## config.mk

```make
export PLATFORM = sky130hd
export DESIGN_NAME = player_move_controller
export DESIGN_NICKNAME = d
export VERILOG_FILES = /design/src/rtl/player_move_controller.sv
export SDC_FILE = /design/constraint.sdc
export NUM_CORES = 1
export LEC_CHECK = 0
export CORE_MARGIN = 3
export CORE_UTILIZATION = 50
export CTS_CLUSTER_SIZE = 20
export DETAILED_ROUTE_END_ITERATION = 16
export GPL_ROUTABILITY_DRIVEN = 0
export GPL_TIMING_DRIVEN = 1
export PLACE_DENSITY = 0.69
export REMOVE_ABC_BUFFERS = 1
export SETUP_SLACK_MARGIN = 0.4
export SKIP_CTS_REPAIR_TIMING = 1
export SYNTH_ARGS = -nofsm -noshare
export SYNTH_HDL_FRONTEND = slang
export SYNTH_SLANG_ARGS = --single-unit
```

## constraint.sdc

```tcl
create_clock -name clock -period 10.65 [get_ports clock]
set_input_delay 2.13 -clock clock [delete_from_list [all_inputs] [get_ports clock]]
set_output_delay 2.13 -clock clock [all_outputs]
set_load 0.05 [all_outputs]
```

## src/rtl/player_move_controller.sv

```systemverilog
// Snakes-and-ladders move sequencer: validates a dice roll, steps the active
// token one square per STEP_DELAY cycles, applies the board table, then hands over the turn.
module player_move_controller #(
  parameter int unsigned STEP_DELAY = 25_000_000
) (
  input  logic       clock,
  input  logic       Clear_b,
  input  logic       roll_valid,
  input  logic [3:0] dice_value,
  output logic [6:0] p1_pos,
  output logic [6:0] p2_pos,
  output logic       current_player,
  output logic       busy,
  output logic       move_done,
  output logic       jumped,
  output logic       bad_roll,
  output logic       winner_valid,
  output logic       winner
);

  localparam int unsigned CW = (STEP_DELAY > 1) ? $clog2(STEP_DELAY) : 1;
  localparam logic [CW-1:0] RELOAD = CW'(STEP_DELAY - 1);

  localparam logic [2:0] S_IDLE  = 3'd0;
  localparam logic [2:0] S_CHECK = 3'd1;
  localparam logic [2:0] S_MOVE  = 3'd2;
  localparam logic [2:0] S_JUMP  = 3'd3;
  localparam logic [2:0] S_DONE  = 3'd4;
  localparam logic [2:0] S_WON   = 3'd5;

  logic [2:0]    state;
  logic [2:0]    d;
  logic [2:0]    remaining;
  logic [CW-1:0] cnt;
  logic          jump_flag;
  logic          overshoot;

  logic [6:0]    cur_pos;
  logic [6:0]    target;
  logic          roll_legal;
  logic          jump_hit;
  logic [6:0]    jump_dest;

  assign cur_pos    = current_player ? p2_pos : p1_pos;
  assign target     = cur_pos + {4'b0000, d};
  assign roll_legal = (dice_value >= 4'd1) && (dice_value <= 4'd6);

  always_comb begin
    jump_hit  = 1'b1;
    jump_dest = cur_pos;
    case (cur_pos)
      // ladders
      7'd4:    jump_dest = 7'd14;
      7'd9:    jump_dest = 7'd31;
      7'd21:   jump_dest = 7'd42;
      7'd28:   jump_dest = 7'd84;
      7'd51:   jump_dest = 7'd67;
      7'd72:   jump_dest = 7'd91;
      7'd80:   jump_dest = 7'd99;
      // snakes
      7'd17:   jump_dest = 7'd7;
      7'd54:   jump_dest = 7'd34;
      7'd62:   jump_dest = 7'd19;
      7'd64:   jump_dest = 7'd60;
      7'd87:   jump_dest = 7'd36;
      7'd93:   jump_dest = 7'd73;
      7'd95:   jump_dest = 7'd75;
      7'd98:   jump_dest = 7'd79;
      default: jump_hit  = 1'b0;
    endcase
  end

  always_ff @(posedge clock or negedge Clear_b) begin
    if (!Clear_b) begin
      state          <= S_IDLE;
      d              <= '0;
      remaining      <= '0;
      cnt            <= '0;
      jump_flag      <= 1'b0;
      overshoot      <= 1'b0;
      p1_pos         <= '0;
      p2_pos         <= '0;
      current_player <= 1'b0;
      bad_roll       <= 1'b0;
      winner_valid   <= 1'b0;
      winner         <= 1'b0;
    end else begin
      bad_roll <= 1'b0;
      case (state)
        S_IDLE: begin
          if (roll_valid) begin
            if (roll_legal) begin
              d     <= dice_value[2:0];
              state <= S_CHECK;
            end else begin
              bad_roll <= 1'b1;
            end
          end
        end
        S_CHECK: begin
          jump_flag <= 1'b0;
          if (target > 7'd100) begin
            overshoot <= 1'b1;
            state     <= S_DONE;
          end else begin
            overshoot <= 1'b0;
            remaining <= d;
            cnt       <= RELOAD;
            state     <= S_MOVE;
          end
        end
        S_MOVE: begin
          if (cnt == '0) begin
            if (current_player)
              p2_pos <= p2_pos + 7'd1;
            else
              p1_pos <= p1_pos + 7'd1;
            remaining <= remaining - 3'd1;
            cnt       <= RELOAD;
            if (remaining == 3'd1)
              state <= S_JUMP;
          end else begin
            cnt <= cnt - CW'(1);
          end
        end
        S_JUMP: begin
          if (jump_hit) begin
            if (current_player)
              p2_pos <= jump_dest;
            else
              p1_pos <= jump_dest;
            jump_flag <= 1'b1;
          end
          state <= S_DONE;
        end
        S_DONE: begin
          if (cur_pos == 7'd100) begin
            winner       <= current_player;
            winner_valid <= 1'b1;
            state        <= S_WON;
          end else begin
            // a full six keeps the turn; an overshot six does not
            if (!((d == 3'd6) && !overshoot))
              current_player <= ~current_player;
            state <= S_IDLE;
          end
        end
        S_WON: state <= S_WON;
        default: state <= S_IDLE;
      endcase
    end
  end

  assign busy      = (state != S_IDLE) && (state != S_WON);
  assign move_done = (state == S_DONE);
  assign jumped    = move_done && jump_flag;

endmodule

```

Yosys cells after proc, flatten, opt, wreduce, memory -nomap -nowiden
Cells that the tools add are included.
Widths: inputs -> output; s select.
{"block": "word_totals", "word_cells": 110, "ff_bits": 54, "out_inout_bits": 21}
{"block": "classes", "mux": 32, "n_reduce_logical": 21, "n_eq_ne": 34, "bitwise": 3, "magnitude_cmp": 3, "addsub": 5}
{"operator": "$pmux 7 s15", "n": 1}
{"operator": "$mux 7", "n": 9}
{"operator": "$eq 7x7->1 const B", "n": 8}
{"operator": "$mux 25", "n": 2}
{"operator": "$pmux 25 s2", "n": 1}
{"operator": "$pmux 7 s2", "n": 2}
{"operator": "$logic_not 25->1", "n": 1}
{"operator": "$sub 25x1->25 const B", "n": 1}
{"operator": "$mux 3", "n": 8}
{"operator": "$eq 7x5->1 const B", "n": 3}
{"operator": "$eq 7x6->1 const B", "n": 3}
{"operator": "$ne 2x2->1 const B", "n": 10}
{"operator": "$pmux 3 s6", "n": 1}
{"operator": "$reduce_or 15->1", "n": 1}
{"operator": "$add 7x1->7 const B", "n": 2}
{"operator": "$reduce_and 5->1", "n": 2}
{"operator": "$eq 3x3->1 const B", "n": 3}
{"operator": "$reduce_and 3->1", "n": 3}
{"operator": "$add 7x3->7", "n": 1}
{"operator": "$eq 7x3->1 const B", "n": 1}
{"operator": "$eq 7x4->1 const B", "n": 1}
{"operator": "$gt 7x7->1 const B", "n": 1}
{"operator": "$eq 3x1->1 const B", "n": 2}
{"operator": "$eq 3x2->1 const B", "n": 2}
{"operator": "other kinds (15)", "n": 29}

Depth between registers and ports, before layout
Gate-level depths: netlist (run 1).
{"block": "logic_depth", "depth_word": 6, "depth_mapped": 16, "ltp_nobuf": 14}

Worst setup path before layout (run 1)
No wires, ideal clock.
{"block": "synth_path", "path_kind": "register to register", "start": "reg current_player", "end": "reg cnt[19]", "setup_ps": 126, "path_slack_ps": 6865, "required_ps": 10524, "path_stages_with_launch": 16, "arrival_ps": 3659, "synth_period_minus_slack_ps": 3785, "path_cell_list": "dfrtp_1 buf_2 mux2i_1 inv_1 ha_1 inv_1 fa_1 nor2b_1 o21ai_0 a41oi_1 o22ai_1 a21oi_1 nor2_1 clkinv_1 buf_4 a221o_1"}
{"block": "synth_between", "elab_chain_cells": 5}
{"element": "start, declared", "line": "12", "source": "output logic current_player,"}
{"element": "start signal, assigned", "line": "144", "source": "current_player <= ~current_player;"}
{"element": "$mux 7", "line": "44", "source": "assign cur_pos = current_player ? p2_pos : p1_pos;"}
{"element": "$add 7x3->7", "line": "45", "source": "assign target = cur_pos + {4'b0000, d};"}
{"element": "$gt 7x7->1", "line": "102", "source": "if (target > 7'd100) begin"}
{"element": "$ne 2x2->1 (no line)"}
{"element": "$reduce_and 2->1 (no line)"}
{"element": "end signal, assigned", "line": "123", "source": "cnt <= cnt - CW'(1);"}
{"element": "end, declared", "line": "34", "source": "logic [CW-1:0] cnt;"}
No other way between the ends.
A chain may end at the register's enable or synchronous reset.

Final worst setup path (run 1)
{"block": "layout_path", "start": "reg current_player", "end": "reg cnt[4]"}
The elaborated chain is that of the path after synthesis.

==> run summary, run 1 <==
# IOs: 28
First-pass GRT wire length: 18.0 mm
Status: finished clean
Synth Area in Compound Gates: 25.9%
Yosys warnings: 0
RSZ-0062 raised after global routing: no
Largest family of logic cells by synthesized area: simple AND/OR/NAND/NOR gates
Adder-Cell Fraction of Synth Area: 2.96%
Hold path cells: 1
Post-synth design cell area: 4050 µm²
Critical Path RT: 10.90 ns
Fin. max-slew vios: 0
CP top delay family: buffers and inverters
CTS Root Cell: clkbuf_8
Max_slew headroom: 35.2%
Peak supply drop: 0.0000545 V
Number of CTS-inserted buffers: 5
Setup TNS: 0 ns
Slowest CP cell: clkinv_1
Number of distinct library cells after synthesis: 73
Max incr delay on CP: 0.67 ns
Crit share post-route: 42.4%
Final worst path period need: 4.52 ns
Leakage: 0.00186 µW
Number of global-route vias before repair: 3,600
First-pass DRT Iterations: 7
Post-Synthesis Cells: 496
Max Root-Sink Buffers: 2
GRT Total Usage: 24.7%
Initial core utilization: 51.9%
Die height: 96.0 µm
Post-synth EDFFs: 0
DR WL/cell: 18.4 µm
N_diodes: 0
Starting DRT DRC Count: 383
Synth async-reset ratio: 100%
FMAX: 0.221 GHz
CTS tree: built
Final setup viols: 0
CP Capture Type: flip-flop
Hold Startpoint: winner_valid
FP Rows: 32
Buf/Inv on CP: 4
Cell breakdown of the critical path: buf_4 -> mux2i_1 -> inv_1 -> ha_1 -> inv_1 -> fa_1 -> nor2b_1 -> o21ai_0 -> a41oi_1 -> o22ai_1 -> a21oi_1 -> nor2_1 -> clkinv_1 -> and3_1 -> o21ai_0
Drt total wl: 11.2 mm
Synth-to-Final Area Change: 10.2%
Max-Cap Viols: 0
Register area share after synthesis: 33.4%
Clock sink count: 54
FF-to-FF End: cnt[4]
Total grt overflow: 0
H-tree depth: 2
Startpoint types: flip-flop
Hold Crit Class: flip-flop to flip-flop
Worst Setup Path Type: flip-flop to flip-flop
Worst r2r path cells: 15
Port Buf Inserts: 27
Clk slew on worst S/H paths: 0.11 ns
Skew final: 0.00749 ns
Initial antenna violation count: 0
FF+latch count, synth: 54
Commonest non-fill, non-tap cell in the layout: dfrtp_1
Core area: 7810 µm²
Worst Tran Pin Value: 0.966 ns
Post-detail-place hpwl: 7.83 mm
Vias: 4,021
Remaining antenna violation count: 0
Mean Syn Cell Area: 8.17 µm²
Fin nets: 520
Cell Pwr Density: 81.7 nW/µm²
Vias per cell: 6.62
Fin. Hold Viols: 0
Setup WS post-layout: 6.13 ns
Reg-to-Reg Start: current_player
Place WS: 6.19 ns
Simple-gate share of the synthesized area: 29.2%
CP arrival: 4.77 ns
Share of layout cells above drive strength 1: 7.52%
Mux cell area share after synthesis: 3.34%
Latest clock arrival within the worst-skew pair: 0.32 ns
Die ar.: 9220 µm²
Pin count of the biggest net entering global routing: 55
Synth Area in XOR/XNOR: 0.216%
Worst Hold Endpoint: winner_valid
Width of the die: 96.0 µm
Worst Path Max Fanout: 52
Main synth FF type: dfrtp_1
FF-to-FF setup slack: 6.13 ns
# DRC: 0
Most frequent cells in the layout: dfrtp_1 (54), nand2_1 (50), nor2_1 (38)
cells in the mapped netlist, types with 3 or more instances:
cell	instances	area, µm²
o21a_1	3	22.5
a31oi_1	22	138
or3b_2	5	43.8
and2_1	3	18.8
nand2_1	50	188
and3_1	10	62.6
nand3b_1	5	37.5
o21ai_0	34	170
nor2_1	38	143
o221ai_1	3	26.3
a22oi_1	4	30.0
clkbuf_1	18	67.6
nand3_1	13	65.1
a211oi_1	9	67.6
buf_2	11	55.1
or4_1	5	37.5
a41oi_1	3	26.3
mux2i_1	9	90.1
nor4_1	9	56.3
or3_1	8	50.1
a21oi_1	33	165
nand4_1	6	37.5
dfrtp_1	54	1350
a22o_1	3	26.3
mux2_2	4	45.0
inv_1	17	63.8
a21o_1	4	30.0
nor2b_1	7	43.8
o31ai_1	4	30.0
o211a_1	3	30.0
o211ai_1	5	37.5
nor4b_1	3	26.3
nor3_1	21	105
nand2b_1	9	56.3
a211o_1	4	35.0
ha_1	8	100
or2_2	3	18.8
state kept, by name, indices dropped and copies added (netlist names), 3 cells and up:
| register | flops |
|---|---|
| remaining | 3 |
| state | 3 |
| d | 3 |
| cnt | 25 |
| p1_pos | 7 |
| p2_pos | 7 |
cell type report:
| cell class | instances | area [µm²] |
|---|---|---|
| well taps | 102 | 128 |
| clock buffers | 6 | 82.6 |
| inverters | 18 | 67.6 |
| repair buffers | 32 | 303 |
| clock inverters | 2 | 38.8 |
| multi-input cells | 393 | 2490 |
| flip-flops and latches | 54 | 1350 |
| fillers | 717 | 3340 |
metrics by stage:
step | cells | utilization, % | total power, µW | instance area (µm²) | hold slack, ns
2_1_floorplan | 465 | - | 209 | 3910 | 0.442
3_3_place_gp | 599 | 55.6 | 216 | 4340 | 0.449
3_5_place_dp | 599 | 55.6 | 216 | 4340 | 0.460
4_1_cts | 607 | 57.2 | 367 | 4470 | 0.490
5_1_grt | 607 | 57.2 | 376 | 4470 | 0.514
6_report | 607 | 57.2 | 365 | 4470 | 0.477
metal layers:
metal	wire length [µm]	vias up	global-route usage (%)	part of all wire (%)
li1	-	1894	-	-
met1	5240	1951	37.1	47
met2	5110	156	37.3	46
met3	676	20	3.05	6.0
met4	171	0	6.52	1.5
met5	0	-	0	0
worst max-delay path by stage:
stage                   startpoint      endpoint  slack [ns]  cells after the start
global route        current_player        cnt[4]        5.56                     15
detailed placement  current_player        cnt[4]        6.19                     15
global placement    current_player  remaining[2]        6.38                     15
finish              current_player        cnt[4]        6.13                     15
CTS                 current_player        cnt[4]        6.16                     15
floorplan           current_player  remaining[2]        6.15                     14
where the power goes:
| part | internal, µW | switching, µW | total (µW) |
|---|---|---|---|
| clock | 77.5 | 75.4 | 153 |
| sequential | 205 | 0 | 205 |
| combinational | 2.26 | 4.79 | 7.05 |
cell families (layout without fill, tap and decap cells):
family | after synthesis | in the layout
buffers and inverters | 49 | 58
DFF | 54 | 54
adders and majority gates | 9 | 9
xor gates and xnor gates | 1 | 1
muxes | 13 | 13
and+or+nand+nor | 214 | 214
AOI/OAI and AO/OA | 156 | 156
Note: power is estimated with default switching activity, not from simulation.
==> inputs of run 2 (changes only) <==
--- a/config.mk
+++ b/config.mk
@@ -11,7 +11,7 @@
 export DETAILED_ROUTE_END_ITERATION = 16
 export GPL_ROUTABILITY_DRIVEN = 0
 export GPL_TIMING_DRIVEN = 1
-export PLACE_DENSITY = 0.69
+export PLACE_DENSITY = 0.72
 export REMOVE_ABC_BUFFERS = 1
 export SETUP_SLACK_MARGIN = 0.4
 export SKIP_CTS_REPAIR_TIMING = 1
==> constraint.sdc (replaced) <==
create_clock -name clock -period 3.97 [get_ports clock]
set_input_delay 0.794 -clock clock [delete_from_list [all_inputs] [get_ports clock]]
set_output_delay 0.794 -clock clock [all_outputs]
set_load 0.05 [all_outputs]
==> run summary, run 2 (synthesis results as in run 1) <==
Initial antenna violation count: 0
Startpoint types: flip-flop
GRT Total Usage: 25.5%
Port Buf Inserts: 27
# IOs: 28
Number of CTS-inserted buffers: 5
P_int: 744 µW
Remaining antenna violation count: 0
Max Root-Sink Buffers: 2
Place WS: 0.145 ns
N_diodes: 0
Most frequent cells in the layout: dfrtp_1 (54), nand2_1 (50), nor2_1 (37)
# DRC: 0
Clock share of power: 39.3%
CTS Root Cell: clkbuf_8
Reg-to-Reg Start: current_player
Final Util: 59.1%
Synth-to-Final Area Change: 13.8%
Worst Tran Pin Value: 1.05 ns
Final setup viols: 0
Initial core utilization: 51.9%
Share of layout cells above drive strength 1: 12.0%
Most flops, register: cnt
Slowest CP cell: nor4b_4
Dpl cells: 610
Cell Pwr Density: 203 nW/µm²
Vias: 4,114
Setup WS post-layout: 0.459 ns
H-tree depth: 2
Clock sink count: 54
Switch share: 20.7%
Drt total wl: 11.4 mm
Logic gate share of total power: 2.0%
Fin. Hold Viols: 0
Post-route insts no fill: 619
Latest clock arrival within the worst-skew pair: 0.31 ns
Hold Crit Class: primary input to asynchronous set/reset pin
Starting DRT DRC Count: 398
CP Capture Type: flip-flop
FMAX: 0.285 GHz
Cell breakdown of the critical path: buf_4 -> buf_4 -> mux2_2 -> o211a_1 -> a22o_1 -> nor4b_4 -> buf_4 -> a31oi_1 -> a311o_1 -> o221ai_1
FP Rows: 32
Crit share post-route: 88.4%
Pin count of the biggest net entering global routing: 43
Max_slew headroom: 29.7%
Core area: 7810 µm²
Status: finished clean
Clk slew on worst S/H paths: 0.10 ns
Setup TNS: 0 ns
Flop pwr share: 58.6%
FF-to-FF End: p1_pos[3]
Die ar.: 9220 µm²
First-pass GRT wire length: 18.7 mm
Worst Setup Path Type: flip-flop to flip-flop
Post-detail-place hpwl: 8.23 mm
Max reg flops: 25
Fin nets: 532
DR WL/cell: 18.5 µm
Net load switching power: 194 µW
Leakage: 0.00193 µW
Width of the die: 96.0 µm
Worst r2r path cells: 10
Peak supply drop: 0.000131 V
CP arrival: 3.73 ns
Max incr delay on CP: 0.55 ns
Cell repeated most along the worst path: buf_4
Skew final: 0.0111 ns
Fin. max-slew vios: 0
RSZ-0062 raised after global routing: no
CTS tree: built
First-pass DRT Iterations: 5
Final worst path period need: 3.51 ns
Die height: 96.0 µm
Critical Path RT: 4.19 ns
Total grt overflow: 0
Worst Path Max Fanout: 42
Top Registers: cnt x25, p1_pos x7, p2_pos x7
FF-to-FF setup slack: 0.46 ns
Max-Cap Viols: 0
Commonest non-fill, non-tap cell in the layout: dfrtp_1
Vias per cell: 6.65
Number of global-route vias before repair: 3,806
## run 2: cell count changes in the layout (fill, tap and decap cells not counted), moves of 2 or more
cell	change
a21oi_2	+2
buf_4	+11
inv_2	+2
mux2i_2	+3
mux2i_1	-4
a21oi_1	-2
## run 2: cell type report
cell class / count / area, µm²
clock buffer: 6 / 72.6
clock inverter: 2 / 37.5
fill: 714 / 3200
inverter: 18 / 67.6
multi-input combinational: 393 / 2560
sequential: 54 / 1350
tap: 102 / 128
timing repair buffer: 44 / 397
## run 2: critical path, delay by kind of cell, from the launching register on
family | cells | cell delay, ns
buffers and inverters | 3 | 0.87
and+or+nand+nor | 1 | 0.55
AOI/OAI and AO/OA | 5 | 1.10
DFF | 1 | 0.41
muxes | 1 | 0.48
## run 2: power by group through the flow
stage,Sequential [µW],Clock [µW],Combinational [µW]
final,550,369,19.2
after global routing,550,403,21.9
after CTS,550,385,20.1
after detailed placement,560,0,19.9
after global placement,560,0,19.7
after floorplan,561,0,1.23
## run 2: per-layer routing
layer	track usage (%)	routed length, µm	share of wire, %
met1	35.9	4960	43
met2	40.3	5520	48
met3	3.52	737	6.4
met4	8.06	221	1.9
met5	0	0	0
## run 2: per-stage QoR
step | power, µW | hold slack (ns) | area [µm²]
floorplan | 562 | 0.442 | 3910
global placement | 580 | 0.452 | 4430
detailed placement | 580 | 0.474 | 4430
CTS | 954 | 0.490 | 4540
global route | 975 | 0.500 | 4610
finish | 938 | 0.465 | 4610
## run 2: worst max-delay path by stage
stage / start / end / slack, ns
6_report: current_player / p1_pos[3] / 0.46
5_1_grt: current_player / p1_pos[2] / 0.31
4_1_cts: current_player / remaining[2] / 0.13
3_5_place_dp: current_player / remaining[2] / 0.15
3_3_place_gp: current_player / remaining[2] / 0.30
2_1_floorplan: current_player / remaining[2] / -0.53
